==> src/rtl/pwm_pkg.sv <==
`default_nettype none
// ============================================================================
// Module      : pwm_pkg
// Description : Shared defaults, state encoding and channel-index helper for
//               the PWM fade scheduler and its command/write interface.
// Revision    : 1.0 - initial release
// ============================================================================
package pwm_pkg;

  // Default bank geometry: 8 channels of 8-bit period values.
  localparam int NCH_DEF = 8;
  localparam int DW_DEF  = 8;

  // Channel-index width; a single-channel bank still needs a 1-bit index.
  function automatic int ch_iw(input int n);
    return (n < 2) ? 1 : $clog2(n);
  endfunction

  localparam int CH_IW = ch_iw(NCH_DEF);

  // Scheduler control states.
  typedef enum logic [0:0] {
    IDLE = 1'b0,
    SCAN = 1'b1
  } state_t;

endpackage
`default_nettype wire

==> src/rtl/pwm_fade_scheduler_if.sv <==
`default_nettype none
// ============================================================================
// Module      : pwm_fade_scheduler_if
// Description : Command port (valid/ready) plus the period-register write
//               port towards the PWM bank and the scan-busy flag.
// Revision    : 1.0 - initial release
// ============================================================================
interface pwm_fade_scheduler_if
  import pwm_pkg::*;
#(
  parameter int NCH = NCH_DEF,
  parameter int DW  = DW_DEF
) ();

  localparam int IW = ch_iw(NCH);

  // Command side
  logic          CMD_VALID;
  logic          CMD_READY;
  logic [IW-1:0] CMD_ADDR;
  logic [DW-1:0] CMD_DATA;
  logic          CMD_IMM;

  // PWM bank write side
  logic          PER_WE;
  logic [IW-1:0] PER_ADDR;
  logic [DW-1:0] PER_DATA;
  logic          BUSY;

  // Host / command source view
  modport master (
    output CMD_VALID, CMD_ADDR, CMD_DATA, CMD_IMM,
    input  CMD_READY, PER_WE, PER_ADDR, PER_DATA, BUSY
  );

  // Scheduler view
  modport slave (
    input  CMD_VALID, CMD_ADDR, CMD_DATA, CMD_IMM,
    output CMD_READY, PER_WE, PER_ADDR, PER_DATA, BUSY
  );

endinterface
`default_nettype wire

==> src/rtl/pwm_tick_div.sv <==
`default_nettype none
// ============================================================================
// Module      : pwm_tick_div
// Description : Free-running 16-bit prescaler; emits a one-cycle tick every
//               DIV clock cycles (when the count sits at DIV-1).
// Revision    : 1.0 - initial release
// ============================================================================
module pwm_tick_div #(
  parameter int DIV = 1000
) (
  input  wire logic clk,
  input  wire logic rst,
  output logic      o_tick
);

  localparam logic [15:0] c_last = 16'(DIV - 1);

  logic [15:0] cnt_q;
  logic [15:0] cnt_d;

  // Next count: wrap to zero after the last value of the period.
  always_comb begin
    cnt_d = (cnt_q == c_last) ? 16'd0 : cnt_q + 16'd1;
  end

  // Count register, cleared asynchronously.
  always_ff @(posedge clk or posedge rst) begin
    if (rst) begin
      cnt_q <= 16'd0;
    end else begin
      cnt_q <= cnt_d;
    end
  end

  assign o_tick = (cnt_q == c_last);

endmodule
`default_nettype wire

==> src/rtl/pwm_fade_scheduler.sv <==
`default_nettype none
// ============================================================================
// Module      : pwm_fade_scheduler
// Description : Holds current/target values for a bank of PWM channels.
//               Commands set targets (fade) or jump immediately; on every
//               prescaler tick all channels are scanned round-robin and each
//               current value steps one count toward its target, producing
//               period-register writes to the PWM bank.
// Revision    : 1.0 - initial release
// ============================================================================
module pwm_fade_scheduler
  import pwm_pkg::*;
#(
  parameter int NCH = NCH_DEF,
  parameter int DW  = DW_DEF,
  parameter int DIV = 1000
) (
  input  wire logic           CLK_100MHz,
  input  wire logic           RST,
  pwm_fade_scheduler_if.slave bus
);

  localparam int            IW        = ch_iw(NCH);
  localparam logic [IW-1:0] c_last_ch = IW'(NCH - 1);

  state_t        state_q, state_d;
  logic [IW-1:0] idx_q, idx_d;
  logic [DW-1:0] cur_q [NCH];
  logic [DW-1:0] cur_d [NCH];
  logic [DW-1:0] tgt_q [NCH];
  logic [DW-1:0] tgt_d [NCH];

  logic          ready_q, ready_d;
  logic          busy_q, busy_d;
  logic          per_we_q, per_we_d;
  logic [IW-1:0] per_addr_q, per_addr_d;
  logic [DW-1:0] per_data_q, per_data_d;

  logic          w_tick;
  logic          w_accept;
  logic [DW-1:0] w_scan_cur;
  logic [DW-1:0] w_scan_tgt;
  logic [DW-1:0] w_scan_next;

  pwm_tick_div #(
    .DIV (DIV)
  ) u_tick_div (
    .clk    (CLK_100MHz),
    .rst    (RST),
    .o_tick (w_tick)
  );

  // ready_q is only ever high while the FSM sits in IDLE (and not in the
  // first cycle after reset), so it alone qualifies a command handshake.
  assign w_accept = bus.CMD_VALID && ready_q;

  // One-count step of the channel under scan toward its target, saturating
  // exactly at the target so neither end of the range can wrap.
  always_comb begin
    w_scan_cur = cur_q[idx_q];
    w_scan_tgt = tgt_q[idx_q];
    if (w_scan_cur < w_scan_tgt) begin
      w_scan_next = w_scan_cur + DW'(1);
    end else if (w_scan_cur > w_scan_tgt) begin
      w_scan_next = w_scan_cur - DW'(1);
    end else begin
      w_scan_next = w_scan_cur;
    end
  end

  // Next-state, channel storage updates and registered output values.
  always_comb begin
    state_d    = state_q;
    idx_d      = idx_q;
    cur_d      = cur_q;
    tgt_d      = tgt_q;
    per_we_d   = 1'b0;
    per_addr_d = per_addr_q;
    per_data_d = per_data_q;

    case (state_q)
      IDLE: begin
        // A command accepted together with a tick lands first; the scan
        // starting next cycle then sees the updated cur/tgt.
        if (w_accept) begin
          tgt_d[bus.CMD_ADDR] = bus.CMD_DATA;
          if (bus.CMD_IMM) begin
            cur_d[bus.CMD_ADDR] = bus.CMD_DATA;
            per_we_d            = 1'b1;
            per_addr_d          = bus.CMD_ADDR;
            per_data_d          = bus.CMD_DATA;
          end
        end
        if (w_tick) begin
          state_d = SCAN;
          idx_d   = '0;
        end
      end

      SCAN: begin
        if (w_scan_next != w_scan_cur) begin
          cur_d[idx_q] = w_scan_next;
          per_we_d     = 1'b1;
          per_addr_d   = idx_q;
          per_data_d   = w_scan_next;
        end
        idx_d = idx_q + IW'(1);
        if (idx_q == c_last_ch) begin
          state_d = IDLE;
        end
      end

      default: begin
        state_d = IDLE;
      end
    endcase

    // Handshake and busy flags follow the state being entered so that they
    // line up with the registered state on the next cycle.
    ready_d = (state_d == IDLE);
    busy_d  = (state_d == SCAN);
  end

  // Control and output registers.
  always_ff @(posedge CLK_100MHz or posedge RST) begin
    if (RST) begin
      state_q    <= IDLE;
      idx_q      <= '0;
      ready_q    <= 1'b0;
      busy_q     <= 1'b0;
      per_we_q   <= 1'b0;
      per_addr_q <= '0;
      per_data_q <= '0;
    end else begin
      state_q    <= state_d;
      idx_q      <= idx_d;
      ready_q    <= ready_d;
      busy_q     <= busy_d;
      per_we_q   <= per_we_d;
      per_addr_q <= per_addr_d;
      per_data_q <= per_data_d;
    end
  end

  // Per-channel current and target storage.
  always_ff @(posedge CLK_100MHz or posedge RST) begin
    if (RST) begin
      for (int i = 0; i < NCH; i++) begin
        cur_q[i] <= '0;
        tgt_q[i] <= '0;
      end
    end else begin
      cur_q <= cur_d;
      tgt_q <= tgt_d;
    end
  end

  assign bus.CMD_READY = ready_q;
  assign bus.BUSY      = busy_q;
  assign bus.PER_WE    = per_we_q;
  assign bus.PER_ADDR  = per_addr_q;
  assign bus.PER_DATA  = per_data_q;

endmodule
`default_nettype wire

==> src/flat_wrapper.sv <==
// flat-port wrapper written by rule: the top's interface ports become plain ports
module pwm_fade_scheduler_flat import pwm_pkg::*;
#(
  parameter int NCH = NCH_DEF,
  parameter int DW  = DW_DEF,
  parameter int DIV = 1000
)
  (CLK_100MHz, RST, bus_CMD_VALID, bus_CMD_ADDR, bus_CMD_DATA, bus_CMD_IMM, bus_CMD_READY, bus_PER_WE, bus_PER_ADDR, bus_PER_DATA, bus_BUSY);
  pwm_fade_scheduler_if #(.NCH(NCH), .DW(DW)) bus_i ();
  input  wire logic CLK_100MHz;
  input  wire logic RST;
  input wire logic [$bits(bus_i.CMD_VALID)-1:0] bus_CMD_VALID;
  input wire logic [$bits(bus_i.CMD_ADDR)-1:0] bus_CMD_ADDR;
  input wire logic [$bits(bus_i.CMD_DATA)-1:0] bus_CMD_DATA;
  input wire logic [$bits(bus_i.CMD_IMM)-1:0] bus_CMD_IMM;
  output wire logic [$bits(bus_i.CMD_READY)-1:0] bus_CMD_READY;
  output wire logic [$bits(bus_i.PER_WE)-1:0] bus_PER_WE;
  output wire logic [$bits(bus_i.PER_ADDR)-1:0] bus_PER_ADDR;
  output wire logic [$bits(bus_i.PER_DATA)-1:0] bus_PER_DATA;
  output wire logic [$bits(bus_i.BUSY)-1:0] bus_BUSY;
  assign bus_i.CMD_VALID = bus_CMD_VALID;
  assign bus_i.CMD_ADDR = bus_CMD_ADDR;
  assign bus_i.CMD_DATA = bus_CMD_DATA;
  assign bus_i.CMD_IMM = bus_CMD_IMM;
  assign bus_CMD_READY = bus_i.CMD_READY;
  assign bus_PER_WE = bus_i.PER_WE;
  assign bus_PER_ADDR = bus_i.PER_ADDR;
  assign bus_PER_DATA = bus_i.PER_DATA;
  assign bus_BUSY = bus_i.BUSY;
  pwm_fade_scheduler #(.NCH(NCH), .DW(DW), .DIV(DIV)) u_core (.CLK_100MHz(CLK_100MHz), .RST(RST), .bus(bus_i));
endmodule
==> config.mk <==
export PLATFORM = sky130hd
export DESIGN_NAME = pwm_fade_scheduler_flat
export DESIGN_NICKNAME = d
export VERILOG_FILES = /design/src/rtl/pwm_pkg.sv /design/src/rtl/pwm_fade_scheduler_if.sv /design/src/rtl/pwm_tick_div.sv /design/src/rtl/pwm_fade_scheduler.sv /design/src/flat_wrapper.sv
export SDC_FILE = /design/constraint.sdc
export NUM_CORES = 1
export LEC_CHECK = 0
export CORE_AREA = 2 2 159 161
export CTS_BUF_LIST = sky130_fd_sc_hd__clkbuf_4 sky130_fd_sc_hd__clkbuf_8 sky130_fd_sc_hd__clkbuf_16
export DETAILED_ROUTE_END_ITERATION = 10
export DIE_AREA = 0 0 161 163
export GPL_ROUTABILITY_DRIVEN = 0
export GPL_TIMING_DRIVEN = 0
export MAX_ROUTING_LAYER = met4
export PLACE_DENSITY = 0.61
export SKIP_LAST_GASP = 1
export SLEW_MARGIN = 40
export SYNTH_ARGS = -nofsm -noshare
export SYNTH_HDL_FRONTEND = slang
export SYNTH_HIERARCHICAL = 1
export SYNTH_SLANG_ARGS = --single-unit
export TNS_END_PERCENT = 1
==> constraint.sdc <==
create_clock -name CLK_100MHz -period 11.4 [get_ports CLK_100MHz]
set_input_delay 2.28 -clock CLK_100MHz [delete_from_list [all_inputs] [get_ports CLK_100MHz]]
set_output_delay 2.28 -clock CLK_100MHz [all_outputs]
set_load 0.01 [all_outputs]
* Word level (Yosys, flattened, before mapping)
Index checks and enable logic that the tools add are counted.
W data, S select, Z words.
** Operators by class
- Reductions and logical operators :: 5
- Add/sub/neg operators :: 4
- Magnitude comparators :: 6
- Mux-type cells :: 37
- Bitwise logic cells :: 4
- Eq/ne operators :: 7
** Operator list (count)
- $bwmux W64 :: 3
- $mux W64 :: 3
- $pmux W64 S2 :: 1
- $mux W8 :: 11
- $bmux W8 S3 :: 2
- $demux W8 S3 :: 2
- $add A16 B1 Y16 const B :: 1
- $eq A16 B10 Y1 const B :: 1
- $mux W16 :: 1
- $pmux W8 S2 :: 1
- $mux W3 :: 4
- $pmux W3 S2 :: 2
- $add A8 B1 Y8 const B :: 1
- $ge A4 B4 Y1 const B :: 2
- $gt A8 B8 Y1 :: 1
- $lt A4 B1 Y1 const B :: 2
- $lt A8 B8 Y1 :: 1
- $ne A8 B8 Y1 :: 1
- $not A3 Y4 :: 2
- $sub A8 B1 Y8 const B :: 1
- $ne A2 B2 Y1 const B :: 3
- $mux W1 :: 5
- $pmux W1 S2 :: 2
- $add A3 B1 Y3 const B :: 1
- other kinds (6) :: 9
** Word-level totals
- Bits of input ports :: 15
- Register bits after elaboration :: 161
- Output and inout bits :: 14

* Longest topological paths before layout
- Word-level depth :: 10
- Depth in mapped cells :: 19
- Mapped depth without buffers :: 15

* Hierarchy
Netlist, hierarchy kept.
** Modules (own cells, without submodules)
- pwm_fade_scheduler :: cells an instance 744, instances 1, area each 7724.9 µm²
- pwm_tick_div :: cells an instance 72, instances 1, area each 790.8 µm²

* Worst setup path before layout
Ideal clock, no wire load.
- Kind :: input -> register
- From :: input bus_CMD_ADDR[2]
- To :: register u_core/cur_q[41] (netlist name)
- Setup time :: 0.119 ns
- Stages on the path :: 6
- Path buffers :: 1
- Arrival time :: 3.809 ns
- Data required time :: 11.281 ns
- Setup slack :: 7.472 ns
- Cells stage by stage :: or3b_2 clkbuf_1 o21a_1 nor2_1 o221ai_1 o21a_1
** Between the ends
- Longest elaborated chain between the ends :: 9
** Ends and longest elaborated chain
- from (decl) :: line flat_wrapper.sv:13 : input wire logic [$bits(bus_i.CMD_ADDR)-1:0] bus_CMD_ADDR;
- $not A3 Y4 (implied by the code) * :: line pwm_fade_scheduler.sv:88 : cur_d[bus.CMD_ADDR] = bus.CMD_DATA;
- $ge A4 B4 Y1 (implied by the code) / $lt A4 B1 Y1 (equally long branches) :: line pwm_fade_scheduler.sv:88
- $logic_and A1 B1 Y1 (implied by the code) :: line pwm_fade_scheduler.sv:88
- $mux W8 (implied by the code) :: line pwm_fade_scheduler.sv:88
- $demux W8 S3 * :: line pwm_fade_scheduler.sv:88
- $bwmux W64 * :: line pwm_fade_scheduler.sv:88
- $mux W64 * :: line pwm_fade_scheduler.sv:87 : if (bus.CMD_IMM) begin
- $mux W64 * :: line pwm_fade_scheduler.sv:85 : if (w_accept) begin
- $pmux W64 S2 * :: line pwm_fade_scheduler.sv:81 : case (state_q)
- to (signal assigned) :: line pwm_fade_scheduler.sv:153 : cur_q <= cur_d;
- to (decl) :: line pwm_fade_scheduler.sv:28 : logic [DW-1:0] cur_q [NCH];
Every way passes the cells marked *; elsewhere a longest branch is shown, timed or not. The select of a mux whose other input is x is not followed.
A chain may end at the register's enable or synchronous reset.

* Final worst setup path
- From :: register u_core.idx_q[2]
- To :: register u_core/cur_q[1] (netlist name)
** Between the ends
- Longest elaborated chain between the ends :: 10
** Ends and longest elaborated chain
- from (decl) :: line pwm_fade_scheduler.sv:27 : logic [IW-1:0] idx_q, idx_d;
- from (signal assigned) :: line pwm_fade_scheduler.sv:136 : idx_q <= idx_d;
- $not A3 Y4 (implied by the code) * :: line pwm_fade_scheduler.sv:60, pwm_fade_scheduler.sv:61, pwm_fade_scheduler.sv:102
- $bmux W8 S3 (on tied branches) :: line pwm_fade_scheduler.sv:60, pwm_fade_scheduler.sv:61
- $mux W8 (on tied branches) (2 in a row) :: line pwm_fade_scheduler.sv:60, pwm_fade_scheduler.sv:61
- $sub A8 B1 Y8 / $gt A8 B8 Y1 (equally long branches) :: line pwm_fade_scheduler.sv:65, pwm_fade_scheduler.sv:64
- $mux W8 :: line pwm_fade_scheduler.sv:64 : end else if (w_scan_cur > w_scan_tgt) begin
- $mux W8 :: line pwm_fade_scheduler.sv:62 : if (w_scan_cur < w_scan_tgt) begin
- $ne A8 B8 Y1 / $bwmux W64 (equally long branches) :: line pwm_fade_scheduler.sv:101, pwm_fade_scheduler.sv:102
- $ne A2 B2 Y1 (no source line) / $mux W64 (equally long branches)
- $reduce_and A3 Y1 (no source line) / $pmux W64 S2 (equally long branches)
Marks and branches as above.

==> impl_results.md <==
- Outcome: complete, no violations
- Hold Crit Class: flip-flop to flip-flop
- Largest family of logic cells by synthesized area: compound AO/OA/AOI/OAI gates
- Ant. Diodes: 0
- Num Clock Sinks: 161
- Pwr Density: 170.5 nW/µm²
- Detailed Route Iter0 Violations: 708
- Final Max Tran Viols: 0
- First-pass GRT wire length: 42560 µm
- H-Tree Depth: 4
- Die Wd: 161 µm
- Mux contribution to synthesized area: 0.1256
- Synthesized instance count: 816
- Slew margin rel.: 0.4053
- Arrival time worst endpoint: 5970 ps
- GRT Total Usage: 0.2218
- Routed Antenna Nets: 0
- Drt first pass iters: 7
- Period utilization: 0.4959
- Total Power: 1688 µW
- Antenna violations before repair: 0
- Yosys cell types: 78
- Placed Cells: 1174
- Setup tns final: 0 ps
- Sw Ratio: 0.3227
- Net Switching: 544.9 µW
- Startpoint types: flip-flop
- Clk_skew: 15.85 ps
- Layout area overhead: 16.27%
- RSZ-0062 raised after global routing: false
- Die Area: 26240 µm²
- Min Tclk post-route: 5653 ps
- Post-synth net total: 844
- Worst-Margin Slew: 892.1 ps
- Critical path fanouts, max: 10
- Num rows: 58
- Synth Cell Area: 8516 µm²
- Largest net degree at the start of global routing: 65
- Reg power frac: 0.440
- Post-CTS sizing: 0
- Post-route DRC: 0
- Max-Cap Viols: 0
- Setup-failing EPs final: 0
- Leakage power: 0.003883 µW
- Starting Density: 0.3451
- Setup bufs post-CTS: 0
- Async S/R FF share, synth: 1.000
- Finished Layout Cells: 1206
- Skew-Pair Late Insertion Delay: 440 ps
- Clock slew at reported path FFs: 80 ps
- CTS buffer count: 17
- Final Hold Vio Count: 0
- Average routed wire per standard cell: 22.65 µm
- EDFF count, synth: 0
- Hold_ws: 479.5 ps
- CTS max path bufs: 2
- Ratio of cells with drive above 1 in the final layout: 0.1918
- Layout net count: 891
- Crit path kind: flip-flop to flip-flop
- # hold bufs at CTS: 0
- Drt total wl: 27310 µm
- Power share of the combinational group: 0.219
- Post-synthesis compound-gate area fraction: 0.1904
- #FFs+latches synth: 161
- Critical Path RT: 11720 ps
- Fmax: 176.9 MHz
- Predominant post-synthesis flop cell: dfrtp_1
- I/O pin count: 29
- Vias in the first global route: 7122
- Int Power: 1143 µW
- PortBufs: 26
- Register area share after synthesis: 0.4731
- Syn_area_per_cell: 10.44 µm²
- Post-Synth Simple-Gate Area: 0.1374
- DR vias/cell: 5.871
- CTS tree: built
- Clock network power share: 0.341
- Global route overflow: 0
- Routed vias: 7081
- Core area: 24670 µm²
- Post-detail-place hpwl: 18710 µm
- Adder-Cell Fraction of Synth Area: 0.01910
- Synth warn: 6
- Crit. End Element: flip-flop
- Post-synthesis xor/xnor area fraction: 0.02527
- Peak VDD IR: 0.0001064 V
- Root buffer cell: clkbuf_16
- Final instance area: 9901 µm²
- Die height: 163 µm
- Placed cell area: 9296 µm²
==> layer usage <==
metal / share of wire / GRT usage
met4: 0.041 / 0.1063
met3: 0.092 / 0.05475
met1: 0.41 / 0.2787
met2: 0.45 / 0.3371
met5: 0 / -
==> critical path, cell delays in order, from the launching register on <==
cell and delay, ps:
dfrtp_1 390, buf_4 200, clkinv_1 350, nor3_1 300
clkbuf_1 660, a22o_1 230, a221oi_1 50, and3_1 230
ha_1 310, and4_1 220, nand4_1 240, a31o_2 280
and2_1 150, clkbuf_1 410, nor2_2 220, buf_2 250
nor2_2 570, o221ai_1 290, o21a_1 170
==> power groups by stage <==
stage	logic, µW	registers [µW]	clock network (µW)
2_1_floorplan	264	734	0
3_3_place_gp	350	750	0
3_5_place_dp	364	751	0
4_1_cts	366	742	586
5_1_grt	406	756	610
6_report	369	744	575
==> metrics by stage <==
stage / utilization / worst slack [ps]
final: 0.4013 / 5747
after global routing: 0.4013 / 5407
after CTS: 0.4011 / 5933
after detailed placement: 0.3768 / 5919
after global placement: 0.3724 / 2918
after floorplan: - / 5225
==> sequential cells by signal, summed over array words and instances (netlist names) <==
register / count
u_core/bus.PER_ADDR: 3
u_core/bus.CMD_READY: 1
u_core/u_tick_div/cnt_q: 16
u_core/bus.PER_DATA: 8
u_core/bus.PER_WE: 1
u_core/cur_q: 64
u_core/idx_q: 3
u_core/bus.BUSY: 1
u_core/tgt_q: 64
==> worst paths after layout <==
check | start | to | depth (start not counted) | slack, ps
max in group asynchronous | RST | u_core/tgt_q[13]$_DFFE_PP0P_ | 3 | 8610
setup / recovery | u_core/idx_q[2]$_DFFE_PP0P_ | u_core/cur_q[1]$_DFFE_PP0P_ | 18 | 5750
hold reg to reg | u_core/bus.PER_DATA[1]$_DFFE_PP0P_ | u_core/bus.PER_DATA[1]$_DFFE_PP0P_ | 1 | 480
setup reg to reg | u_core/idx_q[2]$_DFFE_PP0P_ | u_core/cur_q[1]$_DFFE_PP0P_ | 18 | 5750
min in group asynchronous | RST | u_core/idx_q[2]$_DFFE_PP0P_ | 2 | 2210
hold / removal | u_core/bus.PER_DATA[1]$_DFFE_PP0P_ | u_core/bus.PER_DATA[1]$_DFFE_PP0P_ | 1 | 480
==> synthesized netlist by cell type, drive strengths merged (2+ instances only) <==
library cell,n,share of area
and2,5,0.0038
and4,3,0.0031
o2bb2ai,7,0.0072
o21ai,33,0.019
nand3b,4,0.0035
or3b,2,0.0021
clkbuf,27,0.012
buf,15,0.0097
nand3,14,0.0082
nor2b,8,0.0059
a21boi,2,0.0018
o21a,16,0.014
and3,8,0.0059
mux2,72,0.095
o22a,2,0.0022
nand2b,6,0.0044
a31oi,16,0.012
inv,16,0.0071
nand4b,2,0.0021
a221oi,14,0.015
nand2,54,0.024
o221ai,9,0.0093
a22oi,23,0.020
xnor2,10,0.013
nand4,11,0.011
nor4,4,0.0051
o22ai,34,0.026
xor2,9,0.012
mux2i,12,0.015
ha,13,0.019
dfrtp,161,0.47
o31ai,3,0.0032
nor2,85,0.040
mux4,6,0.016
a21oi,73,0.043
or3,3,0.0022
nor4b,2,0.0035
a22o,5,0.0051
nor3,10,0.0078
nor3b,2,0.0018
==> logic make-up after synthesis <==
logic type,count (synthesis)
xor+xnor,19
simple gates,227
compound gates,247
mux,90
buf+inv,59
fa+ha+maj,13
flops,161
==> cell type report <==
class / count / area, µm²
repair buffers: 28 / 315.3
well taps: 330 / 412.9
multi-input cells: 596 / 4289
flip-flops and latches: 161 / 4029
inverters: 17 / 71.32
clock buffers: 18 / 439.2
plain buffers: 42 / 183.9
fillers: 2474 / 14770
clock inverters: 14 / 160.2
==> cell usage in the layout (no fill, tap or decap), types with 11 or more instances in the layout <==
cell type	count
a21oi_1	71
a221oi_1	13
a22oi_1	23
a31oi_1	16
clkbuf_1	27
clkbuf_16	17
clkdlybuf4s50_1	26
dfrtp_1	161
ha_1	13
inv_1	13
mux2_2	69
mux2i_1	11
nand2_1	54
nand3_1	14
nor2_1	68
nor2_2	16
o21a_1	16
o21ai_0	29
o22ai_1	33
Power figures use the tool's default switching activity.
